`config.mk`:
```
export PLATFORM = sky130hd
export DESIGN_NAME = mem_arbiter_flat
export DESIGN_NICKNAME = d
export VERILOG_FILES = /design/src/rtl/mem_arbiter_if.sv /design/src/rtl/mem_arbiter.sv /design/src/flat_wrapper.sv
export SDC_FILE = /design/constraint.sdc
export NUM_CORES = 1
export LEC_CHECK = 0
export ABC_AREA = 0
export CAP_MARGIN = 40
export CORE_AREA = 4 4 114 116
export DETAILED_ROUTE_END_ITERATION = 6
export DIE_AREA = 0 0 118 120
export DONT_BUFFER_PORTS = 1
export GPL_ROUTABILITY_DRIVEN = 1
export GPL_TIMING_DRIVEN = 0
export PLACE_DENSITY = 0.42
export SYNTH_ARGS = -nofsm -noshare
export SYNTH_HDL_FRONTEND = slang
export SYNTH_SLANG_ARGS = --single-unit
```
`constraint.sdc`:
```
create_clock -name clk -period 1.6 [get_ports clk]
set_input_delay 0.24 -clock clk [delete_from_list [all_inputs] [get_ports clk]]
set_output_delay 0.24 -clock clk [all_outputs]
set_load 0.01 [all_outputs]
```
`src/rtl/mem_arbiter_if.sv`:
```
// Bus bundle between the CPU/DMA requesters, the arbiter and a synchronous single-port memory.
// The master side is the requesters plus memory; the slave side is the arbiter.
interface mem_arbiter_if #(
    parameter int unsigned DW = 32
);
    logic          cpu_req;
    logic          cpu_we;
    logic [DW-1:0] cpu_adr;
    logic [DW-1:0] cpu_wd;
    logic [DW-1:0] cpu_rd;
    logic          cpu_ack;

    logic          dma_req;
    logic          dma_we;
    logic [DW-1:0] dma_adr;
    logic [DW-1:0] dma_wd;
    logic [DW-1:0] dma_rd;
    logic          dma_ack;

    logic          mem_en;
    logic          mem_we;
    logic [DW-1:0] mem_adr;
    logic [DW-1:0] mem_wd;
    logic [DW-1:0] mem_rd;

    logic          grant_dma;

    modport master (
        output cpu_req, cpu_we, cpu_adr, cpu_wd,
        input  cpu_rd, cpu_ack,
        output dma_req, dma_we, dma_adr, dma_wd,
        input  dma_rd, dma_ack,
        input  mem_en, mem_we, mem_adr, mem_wd,
        output mem_rd,
        input  grant_dma
    );

    modport slave (
        input  cpu_req, cpu_we, cpu_adr, cpu_wd,
        output cpu_rd, cpu_ack,
        input  dma_req, dma_we, dma_adr, dma_wd,
        output dma_rd, dma_ack,
        output mem_en, mem_we, mem_adr, mem_wd,
        input  mem_rd,
        output grant_dma
    );
endinterface

```
`src/rtl/mem_arbiter.sv`:
```
// Two-requester (CPU/DMA) arbiter for a synchronous single-port memory.
// CPU has priority; DMA is forced in after CPU_MAX consecutive CPU grants while it waits.
module mem_arbiter #(
    parameter int unsigned DW      = 32,
    parameter int unsigned CPU_MAX = 4
) (
    input  logic          clk,
    input  logic          reset,
    mem_arbiter_if.slave  bus
);
    localparam int unsigned SW = 4;

    localparam logic [1:0] IDLE  = 2'd0;
    localparam logic [1:0] ISSUE = 2'd1;
    localparam logic [1:0] RESP  = 2'd2;

    logic [1:0]    state_q, state_d;
    logic [SW-1:0] starve_q, starve_d;
    logic          owner_q, owner_d;
    logic          we_q, we_d;
    logic [DW-1:0] adr_q, adr_d;
    logic [DW-1:0] wd_q, wd_d;

    logic          mem_en_q, mem_en_d;
    logic          mem_we_q, mem_we_d;
    logic [DW-1:0] mem_adr_q, mem_adr_d;
    logic [DW-1:0] mem_wd_q, mem_wd_d;
    logic          cpu_ack_q, cpu_ack_d;
    logic          dma_ack_q, dma_ack_d;
    logic          grant_dma_q, grant_dma_d;

    logic          req_any;
    logic          pick_dma;
    logic          sel_we;
    logic [DW-1:0] sel_adr;
    logic [DW-1:0] sel_wd;

    // Winner selection, only consumed in IDLE
    always_comb begin
        req_any  = bus.cpu_req | bus.dma_req;
        pick_dma = bus.dma_req & (~bus.cpu_req | (starve_q == SW'(CPU_MAX)));
        sel_we   = pick_dma ? bus.dma_we  : bus.cpu_we;
        sel_adr  = pick_dma ? bus.dma_adr : bus.cpu_adr;
        sel_wd   = pick_dma ? bus.dma_wd  : bus.cpu_wd;
    end

    // Next state, latched access and next registered outputs
    always_comb begin
        state_d     = state_q;
        starve_d    = starve_q;
        owner_d     = owner_q;
        we_d        = we_q;
        adr_d       = adr_q;
        wd_d        = wd_q;
        mem_en_d    = 1'b0;
        mem_we_d    = 1'b0;
        mem_adr_d   = '0;
        mem_wd_d    = '0;
        cpu_ack_d   = 1'b0;
        dma_ack_d   = 1'b0;
        grant_dma_d = 1'b0;

        case (state_q)
            IDLE: begin
                // Starvation counter only moves on arbitration cycles
                if (!bus.dma_req || pick_dma) begin
                    starve_d = '0;
                end else if (bus.cpu_req && (starve_q < SW'(CPU_MAX))) begin
                    starve_d = starve_q + SW'(1);
                end

                if (req_any) begin
                    state_d     = ISSUE;
                    owner_d     = pick_dma;
                    we_d        = sel_we;
                    adr_d       = sel_adr;
                    wd_d        = sel_wd;
                    mem_en_d    = 1'b1;
                    mem_we_d    = sel_we;
                    mem_adr_d   = sel_adr;
                    mem_wd_d    = sel_wd;
                    grant_dma_d = pick_dma;
                end
            end
            ISSUE: begin
                state_d     = RESP;
                cpu_ack_d   = ~owner_q;
                dma_ack_d   = owner_q;
                grant_dma_d = owner_q;
            end
            RESP: begin
                state_d = IDLE;
            end
            default: begin
                state_d = IDLE;
            end
        endcase
    end

    always_ff @(posedge clk) begin
        if (!reset) begin
            state_q     <= IDLE;
            starve_q    <= '0;
            owner_q     <= 1'b0;
            we_q        <= 1'b0;
            adr_q       <= '0;
            wd_q        <= '0;
            mem_en_q    <= 1'b0;
            mem_we_q    <= 1'b0;
            mem_adr_q   <= '0;
            mem_wd_q    <= '0;
            cpu_ack_q   <= 1'b0;
            dma_ack_q   <= 1'b0;
            grant_dma_q <= 1'b0;
        end else begin
            state_q     <= state_d;
            starve_q    <= starve_d;
            owner_q     <= owner_d;
            we_q        <= we_d;
            adr_q       <= adr_d;
            wd_q        <= wd_d;
            mem_en_q    <= mem_en_d;
            mem_we_q    <= mem_we_d;
            mem_adr_q   <= mem_adr_d;
            mem_wd_q    <= mem_wd_d;
            cpu_ack_q   <= cpu_ack_d;
            dma_ack_q   <= dma_ack_d;
            grant_dma_q <= grant_dma_d;
        end
    end

    assign bus.mem_en    = mem_en_q;
    assign bus.mem_we    = mem_we_q;
    assign bus.mem_adr   = mem_adr_q;
    assign bus.mem_wd    = mem_wd_q;
    assign bus.cpu_ack   = cpu_ack_q;
    assign bus.dma_ack   = dma_ack_q;
    assign bus.grant_dma = grant_dma_q;

    // Memory data arrives in RESP, so read data is passed through gated by the ack
    assign bus.cpu_rd = (cpu_ack_q && !we_q) ? bus.mem_rd : '0;
    assign bus.dma_rd = (dma_ack_q && !we_q) ? bus.mem_rd : '0;

    // Latched address/data are kept for visibility of the in-flight access
    logic unused_ok;
    assign unused_ok = ^{adr_q, wd_q};
endmodule

```
`src/flat_wrapper.sv`:
```
// flat-port wrapper written by rule: the top's interface ports become plain ports
module mem_arbiter_flat 
#(
    parameter int unsigned DW      = 32,
    parameter int unsigned CPU_MAX = 4
)
  (clk, reset, bus_cpu_req, bus_cpu_we, bus_cpu_adr, bus_cpu_wd, bus_cpu_rd, bus_cpu_ack, bus_dma_req, bus_dma_we, bus_dma_adr, bus_dma_wd, bus_dma_rd, bus_dma_ack, bus_mem_en, bus_mem_we, bus_mem_adr, bus_mem_wd, bus_mem_rd, bus_grant_dma);
  mem_arbiter_if #(.DW(DW)) bus_i ();
  input  logic clk;
  input  logic reset;
  input wire logic [$bits(bus_i.cpu_req)-1:0] bus_cpu_req;
  input wire logic [$bits(bus_i.cpu_we)-1:0] bus_cpu_we;
  input wire logic [$bits(bus_i.cpu_adr)-1:0] bus_cpu_adr;
  input wire logic [$bits(bus_i.cpu_wd)-1:0] bus_cpu_wd;
  output wire logic [$bits(bus_i.cpu_rd)-1:0] bus_cpu_rd;
  output wire logic [$bits(bus_i.cpu_ack)-1:0] bus_cpu_ack;
  input wire logic [$bits(bus_i.dma_req)-1:0] bus_dma_req;
  input wire logic [$bits(bus_i.dma_we)-1:0] bus_dma_we;
  input wire logic [$bits(bus_i.dma_adr)-1:0] bus_dma_adr;
  input wire logic [$bits(bus_i.dma_wd)-1:0] bus_dma_wd;
  output wire logic [$bits(bus_i.dma_rd)-1:0] bus_dma_rd;
  output wire logic [$bits(bus_i.dma_ack)-1:0] bus_dma_ack;
  output wire logic [$bits(bus_i.mem_en)-1:0] bus_mem_en;
  output wire logic [$bits(bus_i.mem_we)-1:0] bus_mem_we;
  output wire logic [$bits(bus_i.mem_adr)-1:0] bus_mem_adr;
  output wire logic [$bits(bus_i.mem_wd)-1:0] bus_mem_wd;
  input wire logic [$bits(bus_i.mem_rd)-1:0] bus_mem_rd;
  output wire logic [$bits(bus_i.grant_dma)-1:0] bus_grant_dma;
  assign bus_i.cpu_req = bus_cpu_req;
  assign bus_i.cpu_we = bus_cpu_we;
  assign bus_i.cpu_adr = bus_cpu_adr;
  assign bus_i.cpu_wd = bus_cpu_wd;
  assign bus_cpu_rd = bus_i.cpu_rd;
  assign bus_cpu_ack = bus_i.cpu_ack;
  assign bus_i.dma_req = bus_dma_req;
  assign bus_i.dma_we = bus_dma_we;
  assign bus_i.dma_adr = bus_dma_adr;
  assign bus_i.dma_wd = bus_dma_wd;
  assign bus_dma_rd = bus_i.dma_rd;
  assign bus_dma_ack = bus_i.dma_ack;
  assign bus_mem_en = bus_i.mem_en;
  assign bus_mem_we = bus_i.mem_we;
  assign bus_mem_adr = bus_i.mem_adr;
  assign bus_mem_wd = bus_i.mem_wd;
  assign bus_i.mem_rd = bus_mem_rd;
  assign bus_grant_dma = bus_i.grant_dma;
  mem_arbiter #(.DW(DW), .CPU_MAX(CPU_MAX)) u_core (.clk(clk), .reset(reset), .bus(bus_i));
endmodule
```
==> qor.yml, run 1 <==
placed_design:
  place.gp.congestion: 0.816
  pre_cts_ws_ns: -0.175
  place_hpwl_um: 8480
  post-place-cells: 552
  io_buffers: 0
  placed_area_sq_mm: 0.00342
floorplan:
  die_h_um: 120
  coreArea_sq_mm: 0.0119
  rows: 40
  die_area_sq_mm: 0.0142
  io_pins: 299
  initial_utilization: 0.271
  chipWidth_um: 118
clocking:
  clk_latency_ns: 0.34
  clockBufferDepth: 2
  ctsHoldBuffers: 0
  htreeDepth: 3
  cts.sinks: 77
  cts_root_buffer: "clkbuf_16"
  numCtsBuffers: 9
  cts_tree: "yes"
  path_clk_slew_ns: 0.06
routing:
  ant_nets: 0
  routed_wl_um: 11400
  routed_via_density: 4.86
  wire_per_inst_um: 19.5
  drt_iter0_markers: 71
  drc: 0
  first_pass_iters: 4
  via_count: 2847
worst_setup_path:
  worst-path-stages: 9
  worst-path-buf-inv: 4
  critPathTopFamily: "buffers and inverters"
  r2r_end: "u_core.bus.mem_wd[17]"
  crit_type: "flip-flop to flip-flop"
  r2r-start: "u_core.starve_q[0]"
  slowest_delay_ns: 0.33
  cp_data_arrival_time_ns: 1.86
  worstRegToRegCells: 9
  cp_max_fo: 5
  crit_slowest_cell: "dfxtp_2"
  reg2reg_slack_ns: 0.02
  cpMostUsedCell: "buf_12"
  critPathCaptureType: "flip-flop"
  worstPathCellList: "inv_2 > ha_4 > and3b_2 > o21ai_4 > buf_12 > buf_12 > clkbuf_16 > nand2_2 > a21oi_2"
  start_kind: "flip-flop"
  worstPathRequired_ns: 1.88
logic_synthesis:
  synth_area_leaders: "dfxtp_1 48%, nand2_1 16%, and2_1 13%"
  synth-edff-count: 0
  synthCells: 405
  async_reset_ff_frac: 0
  yosys_warnings: 0
  synth.avg_cell_area_sq_um: 7.98
  syn-num-nets: 573
  syn_area_sq_mm: 0.00323
  yosysTopAreaCell: "dfxtp_1"
  synth_seq_cells: 77
  synth.top_cells.by_count: "136 x nand2_1, 77 x dfxtp_1, 65 x and2_1, 48 x a21oi_1, 18 x a21oi_2"
  yosys.area.top_type_share: 0.477
  synth_flop_cell: "dfxtp_1"
  synth_most_common_cell: "nand2_1"
  ys_types: 26
  yosysSeqAreaShare: 0.477
hold_path:
  min_to: "u_core.bus.mem_wd[16]"
  holdPathStages: 2
  hold_class: "input pin to flip-flop"
  min_from: "bus_cpu_wd[16]"
grt:
  grt_overflow: 0
  grt_pass1_vias: 2920
  grt_pass1_wl_um: 16400
  grt_usage: 0.151
  antenna_found_initial: 0
  grt_max_degree: 14
timing:
  rsz0062_at_grt: "true"
  drv_slew: 0
  finalHoldViolCount: 0
  fmax_mhz: 632
  skew_ns: 0.00802
  finalCriticalPeriod_ns: 1.58
  setup_ws_ns: 0.0173
  setup_viol: 0
  slew-limit-headroom: 0.679
  timing.final.crit_share: 0.989
  tightest_slew_ns: 0.477
layout:
  multiInputGateArea_sq_mm: 0.00172
  diodes: 0
  regArea_sq_mm: 0.00155
  final_layout_size_suffix_gt1_frac: 0.323
  fillers: 1227
  final_cells: 586
  nets: 602
  area_growth_pct: 32.4
  final_area_sq_mm: 0.00428
pwr:
  worst_ir_drop_vdd_uv: 634
  intPower_mw: 3.79
  p_seq_frac: 0.429
  leakage_nw: 1.79
  power_frac_comb: 0.106
  power.density_mw_per_mm2: 1170
  p_sw_mw: 1.24
  p_clk_frac: 0.465
  p_sw_frac: 0.246
  power_mw: 5.03
flow_run:
  maxCapViolations: 0
run_status:
  status: "finished clean"
-- how the worst max path moves through the flow --
stage	startpoint	end	slack, ns
global route	u_core.starve_q[0]	u_core.bus.mem_wd[17]	-0.03
CTS	u_core.starve_q[0]	u_core.we_q	-0.007
detailed placement	u_core.starve_q[0]	u_core.bus.mem_adr[8]	-0.18
floorplan	u_core.starve_q[0]	u_core.bus.mem_adr[0]	0.09
global placement	u_core.starve_q[0]	u_core.bus.mem_adr[8]	-0.14
finish	u_core.starve_q[0]	u_core.bus.mem_wd[17]	0.02
-- flip-flops by register name, summed over array words and instances (netlist names) --
| register | count |
|---|---|
| u_core.bus.mem_wd | 32 |
| u_core.starve_q | 4 |
| u_core.bus.grant_dma | 1 |
| u_core.bus.cpu_ack | 1 |
| u_core.we_q | 1 |
| u_core.state_q | 2 |
| u_core.bus.dma_ack | 1 |
| u_core.bus.mem_adr | 32 |
| u_core.bus.mem_we | 1 |
| u_core.owner_q | 1 |
| u_core.bus.mem_en | 1 |
-- worst register-to-register path, delay by kind of cell, from the launching register on --
| kind | cells | cell delay [ns] |
|---|---|---|
| buffers and inverters | 4 | 0.49 |
| flip-flops | 1 | 0.33 |
| AND/OR/NAND/NOR | 2 | 0.29 |
| AO/OA/AOI/OAI | 2 | 0.27 |
| adder cells (fa/ha/maj) | 1 | 0.15 |
-- stage by stage --
step           utilization  setup TNS [ns]  hold slack (ns)
3_3_place_gp         0.287           -3.96            0.379
3_5_place_dp         0.287           -5.20            0.382
5_1_grt              0.359          -0.737          0.00639
2_1_floorplan            -               0            0.376
6_report             0.359               0           0.0228
4_1_cts              0.329         -0.0115          0.00962
-- metal layers --
layer,vias up,track usage,share of wire
met5,-,0,0
met4,0,0.0777,0.031
met3,29,0.0664,0.10
met2,196,0.265,0.52
met1,1283,0.153,0.35
li1,1339,-,-
-- cell type report --
type	count	area share
Tap cell	147	0.0430
Buffer	28	0.0588
Clock buffer	10	0.0535
Timing Repair Buffer	18	0.0482
Sequential cell	77	0.361
Multi-Input combinational cell	293	0.403
Clock inverter	6	0.0260
Inverter	7	0.00614
-- logic make-up (layout without fill, tap and decap cells) --
family / count (synthesis) / after routing / share of synthesized area
AO/OA/AOI/OAI: 76 / 76 / 0.145
adder cells (fa/ha/maj): 2 / 2 / 0.00774
buffers and inverters: 35 / 69 / 0.0565
flip-flops: 77 / 77 / 0.477
multiplexers: 2 / 2 / 0.00619
AND/OR/NAND/NOR: 213 / 213 / 0.308
-- cell usage in the layout (no fill, tap or decap), types with 3 or more instances in the layout --
cell and count:
buf_2 5, dfxtp_1 73, clkbuf_1 4, a21oi_1 27, buf_8 7, inv_1 5
nand2_2 24, clkbuf_4 4, dfxtp_2 4, bufinv_16 3, buf_6 7, buf_4 15
and2_1 60, clkbuf_16 11, o21ai_0 3, a21oi_2 39, and2_4 5, nand2_1 110
-- power groups by stage --
stage	clock network (mW)	logic, mW	registers, mW
5_1_grt	2.48	0.592	2.17
3_3_place_gp	0	0.395	2.20
4_1_cts	2.39	0.443	2.16
2_1_floorplan	0	0.312	2.17
6_report	2.34	0.533	2.16
3_5_place_dp	0	0.402	2.20
-- repair_timing --
| action | 4_1_cts | 5_1_grt |
|---|---|---|
| endpoints found under the hold margin | 0 | 0 |
| cloned | 5 | 2 |
| buffers inserted | 6 | 5 |
| gates resized for setup | 36 | 89 |
| endpoints found under the setup margin | 109 | 128 |
| pin swaps | 10 | 36 |
Note: power is estimated with default switching activity, not from simulation.
==> inputs of run 2 (changes only) <==
--- a/config.mk
+++ b/config.mk
@@ -5,7 +5,6 @@
 export SDC_FILE = /design/constraint.sdc
 export NUM_CORES = 1
 export LEC_CHECK = 0
-export ABC_AREA = 0
 export CAP_MARGIN = 40
 export CORE_AREA = 4 4 114 116
 export DETAILED_ROUTE_END_ITERATION = 6
==> results of run 2 <==
Final layout, timing and power as in run 1 (identical DEF).
==> inputs of run 3 (changes only) <==
--- a/config.mk
+++ b/config.mk
@@ -6,13 +6,13 @@
 export NUM_CORES = 1
 export LEC_CHECK = 0
 export CAP_MARGIN = 40
-export CORE_AREA = 4 4 114 116
+export CORE_ASPECT_RATIO = 0.8
+export CORE_MARGIN = 4
+export CORE_UTILIZATION = 28
 export DETAILED_ROUTE_END_ITERATION = 6
-export DIE_AREA = 0 0 118 120
-export DONT_BUFFER_PORTS = 1
 export GPL_ROUTABILITY_DRIVEN = 1
 export GPL_TIMING_DRIVEN = 0
-export PLACE_DENSITY = 0.42
+export PLACE_DENSITY = 0.78
 export SYNTH_ARGS = -nofsm -noshare
 export SYNTH_HDL_FRONTEND = slang
 export SYNTH_SLANG_ARGS = --single-unit
==> run 3 against run 2 <==
Cell count rose by 54%. Largest power group is now sequential cells. Core utilization rose by 35 points. Die area fell by 5.8%. Critical endpoint is now bus_dma_rd[7]. The flow now finishes with violations (setup timing). Non-clock buffer count rose by 320. Largest cell class is now buffers. Design area rose by 82%. Critical path type is now flip-flop to output pin.
==> qor.yml, run 3 (synthesis gave the netlist of run 1 again) <==
worst_setup_path:
  critPathTopFamily: "buffers and inverters"
  crit_type: "flip-flop to output pin"
  cp_data_arrival_time_ns: 1.48
  crit_start: "u_core.bus.dma_ack"
  slowest_delay_ns: 0.32
  crit_end: "bus_dma_rd[7]"
  worstRegToRegCells: 9
  r2r_end: "u_core.bus.mem_wd[14]"
  cpMostUsedCell: "buf_6"
  r2r-start: "u_core.starve_q[1]"
  worst-path-stages: 7
  worstPathRequired_ns: 1.36
  reg2reg_slack_ns: -0.01
  worstPathCellList: "nor2b_4 > buf_6 > buf_6 > buf_6 > buf_8 > and2_4 > buf_6"
  start_kind: "flip-flop"
  worst-path-buf-inv: 5
  critPathCaptureType: "output pin"
  crit_slowest_cell: "dfxtp_2"
  cp_max_fo: 5
timing:
  finalHoldViolCount: 0
  rsz0062_at_grt: "true"
  tightest_slew_ns: 0.517
  fmax_mhz: 582
  drv_slew: 0
  slew-limit-headroom: 0.651
  setup_viol: 47
  finalCriticalPeriod_ns: 1.72
  skew_ns: 0.00624
  timing.final.crit_share: 1.07
  setup_ws_ns: -0.117
layout:
  area_growth_pct: 141
  fillers: 816
  final_cells: 904
  final_common_cell: "clkdlybuf4s50_1"
  nets: 922
  final_layout_size_suffix_gt1_frac: 0.374
  regArea_sq_mm: 0.00155
  multiInputGateArea_sq_mm: 0.00198
  final_cell_mix: "234 x clkdlybuf4s50_1, 95 x nand2_1, 72 x dfxtp_1"
clocking:
  numCtsBuffers: 9
  clockBufferDepth: 2
  htreeDepth: 3
  cts_root_buffer: "clkbuf_16"
  cts_tree: "yes"
  ctsHoldBuffers: 0
  path_clk_slew_ns: 0.06
  clk_latency_ns: 0.33
  cts.sinks: 77
floorplan:
  coreArea_sq_mm: 0.0111
  die_area_sq_mm: 0.0133
  rows: 34
  die_h_um: 104
  chipWidth_um: 128
  initial_utilization: 0.292
  io_pins: 299
routing:
  drt_iter0_markers: 100
  ant_nets: 0
  via_count: 4130
  drc: 0
  first_pass_iters: 4
  routed_via_density: 4.57
  wire_per_inst_um: 17.3
  routed_wl_um: 15700
hold_path:
  hold_class: "input pin to flip-flop"
  min_from: "bus_dma_adr[24]"
pwr:
  worst_ir_drop_vdd_uv: 539
  leakage_nw: 3.33
  power.density_mw_per_mm2: 717
grt:
  grt_pass1_wl_um: 21900
  top_usage_layer: "met2"
  grt_use_met2: 0.408
  use_met3: 0.0719
  use_met1: 0.196
  grt_max_degree: 14
  grt_overflow: 0
  grt_pass1_vias: 4266
  antenna_found_initial: 1
  grt_usage: 0.207
placed_design:
  place.gp.congestion: 0.848
  pre_cts_ws_ns: -0.420
  place_hpwl_um: 11000
  io_buffers: 298
  post-place-cells: 847
run_status:
  violations: "setup timing"
  status: "finished, violations left"
flow_run:
  maxCapViolations: 0
## run 3: changes by cell type in the layout (fill, tap and decap cells not counted), moves of 15 or more
cell	previous run	this run
buf_6	7	66
clkdlybuf4s50_1	0	234
and2_1	60	21
and2_4	5	44
nand2_4	2	26
nand2_1	110	95
## run 3: area by class of cell
class,count,area share
repair buffers,339,0.443
multi-input cells,293,0.254
flip-flops and latches,77,0.199
plain buffers,27,0.0394
clock buffers,10,0.0306
well taps,144,0.0231
clock inverters,6,0.00802
inverters,7,0.00337
diodes,1,0.000321
## run 3: per-layer routing
metal,wire (um),part of all wire,vias up
met4,423,0.027,0
li1,-,-,1985
met2,8550,0.55,207
met5,0,0,-
met1,5300,0.34,1903
met3,1410,0.090,35
## run 3: how the worst min path moves through the flow
stage / endpoint / slack (ns) / cells past startpoint
2_1_floorplan: u_core.bus.mem_adr[17] / 0.38 / 2
3_3_place_gp: u_core.starve_q[0] / 0.47 / 2
3_5_place_dp: u_core.bus.cpu_ack / 0.47 / 1
4_1_cts: u_core.bus.mem_adr[24] / 0.45 / 3
5_1_grt: u_core.bus.mem_wd[18] / 0.46 / 3
6_report: u_core.bus.mem_adr[24] / 0.46 / 3
## run 3: through the flow
stage,hold WS [ns],instance area [sq um],power [mW],utilization,TNS [ns]
after floorplan,0.376,3230,2.48,-,0
after global placement,0.467,6400,3.24,0.578,-27.86
after detailed placement,0.465,6400,3.26,0.578,-30.88
after CTS,0.447,7010,5.42,0.634,-4.09
after global routing,0.463,7800,5.82,0.705,-7.31
final,0.458,7800,5.60,0.705,-2.32
## run 3: tightest hold or removal path, stage by stage
cell and delay [ns]:
clkdlybuf4s50_1 0.39, nand2_1 0.05, a21oi_1 0.05
## run 3: timing repair
| item | CTS | global route |
|---|---|---|
| gates cloned | 14 | 4 |
| pin swaps | 25 | 81 |
| endpoints found under the setup margin | 106 | 133 |
| setup buffers | 18 | 10 |
| resized for setup | 357 | 195 |
## run 3: power by group
group	internal, mW	leakage, nW	switching (mW)	total (mW)
sequential	2.04	0.634	0.0439	2.08
clock	1.25	0.140	0.812	2.06
combinational	0.888	2.56	0.570	1.46
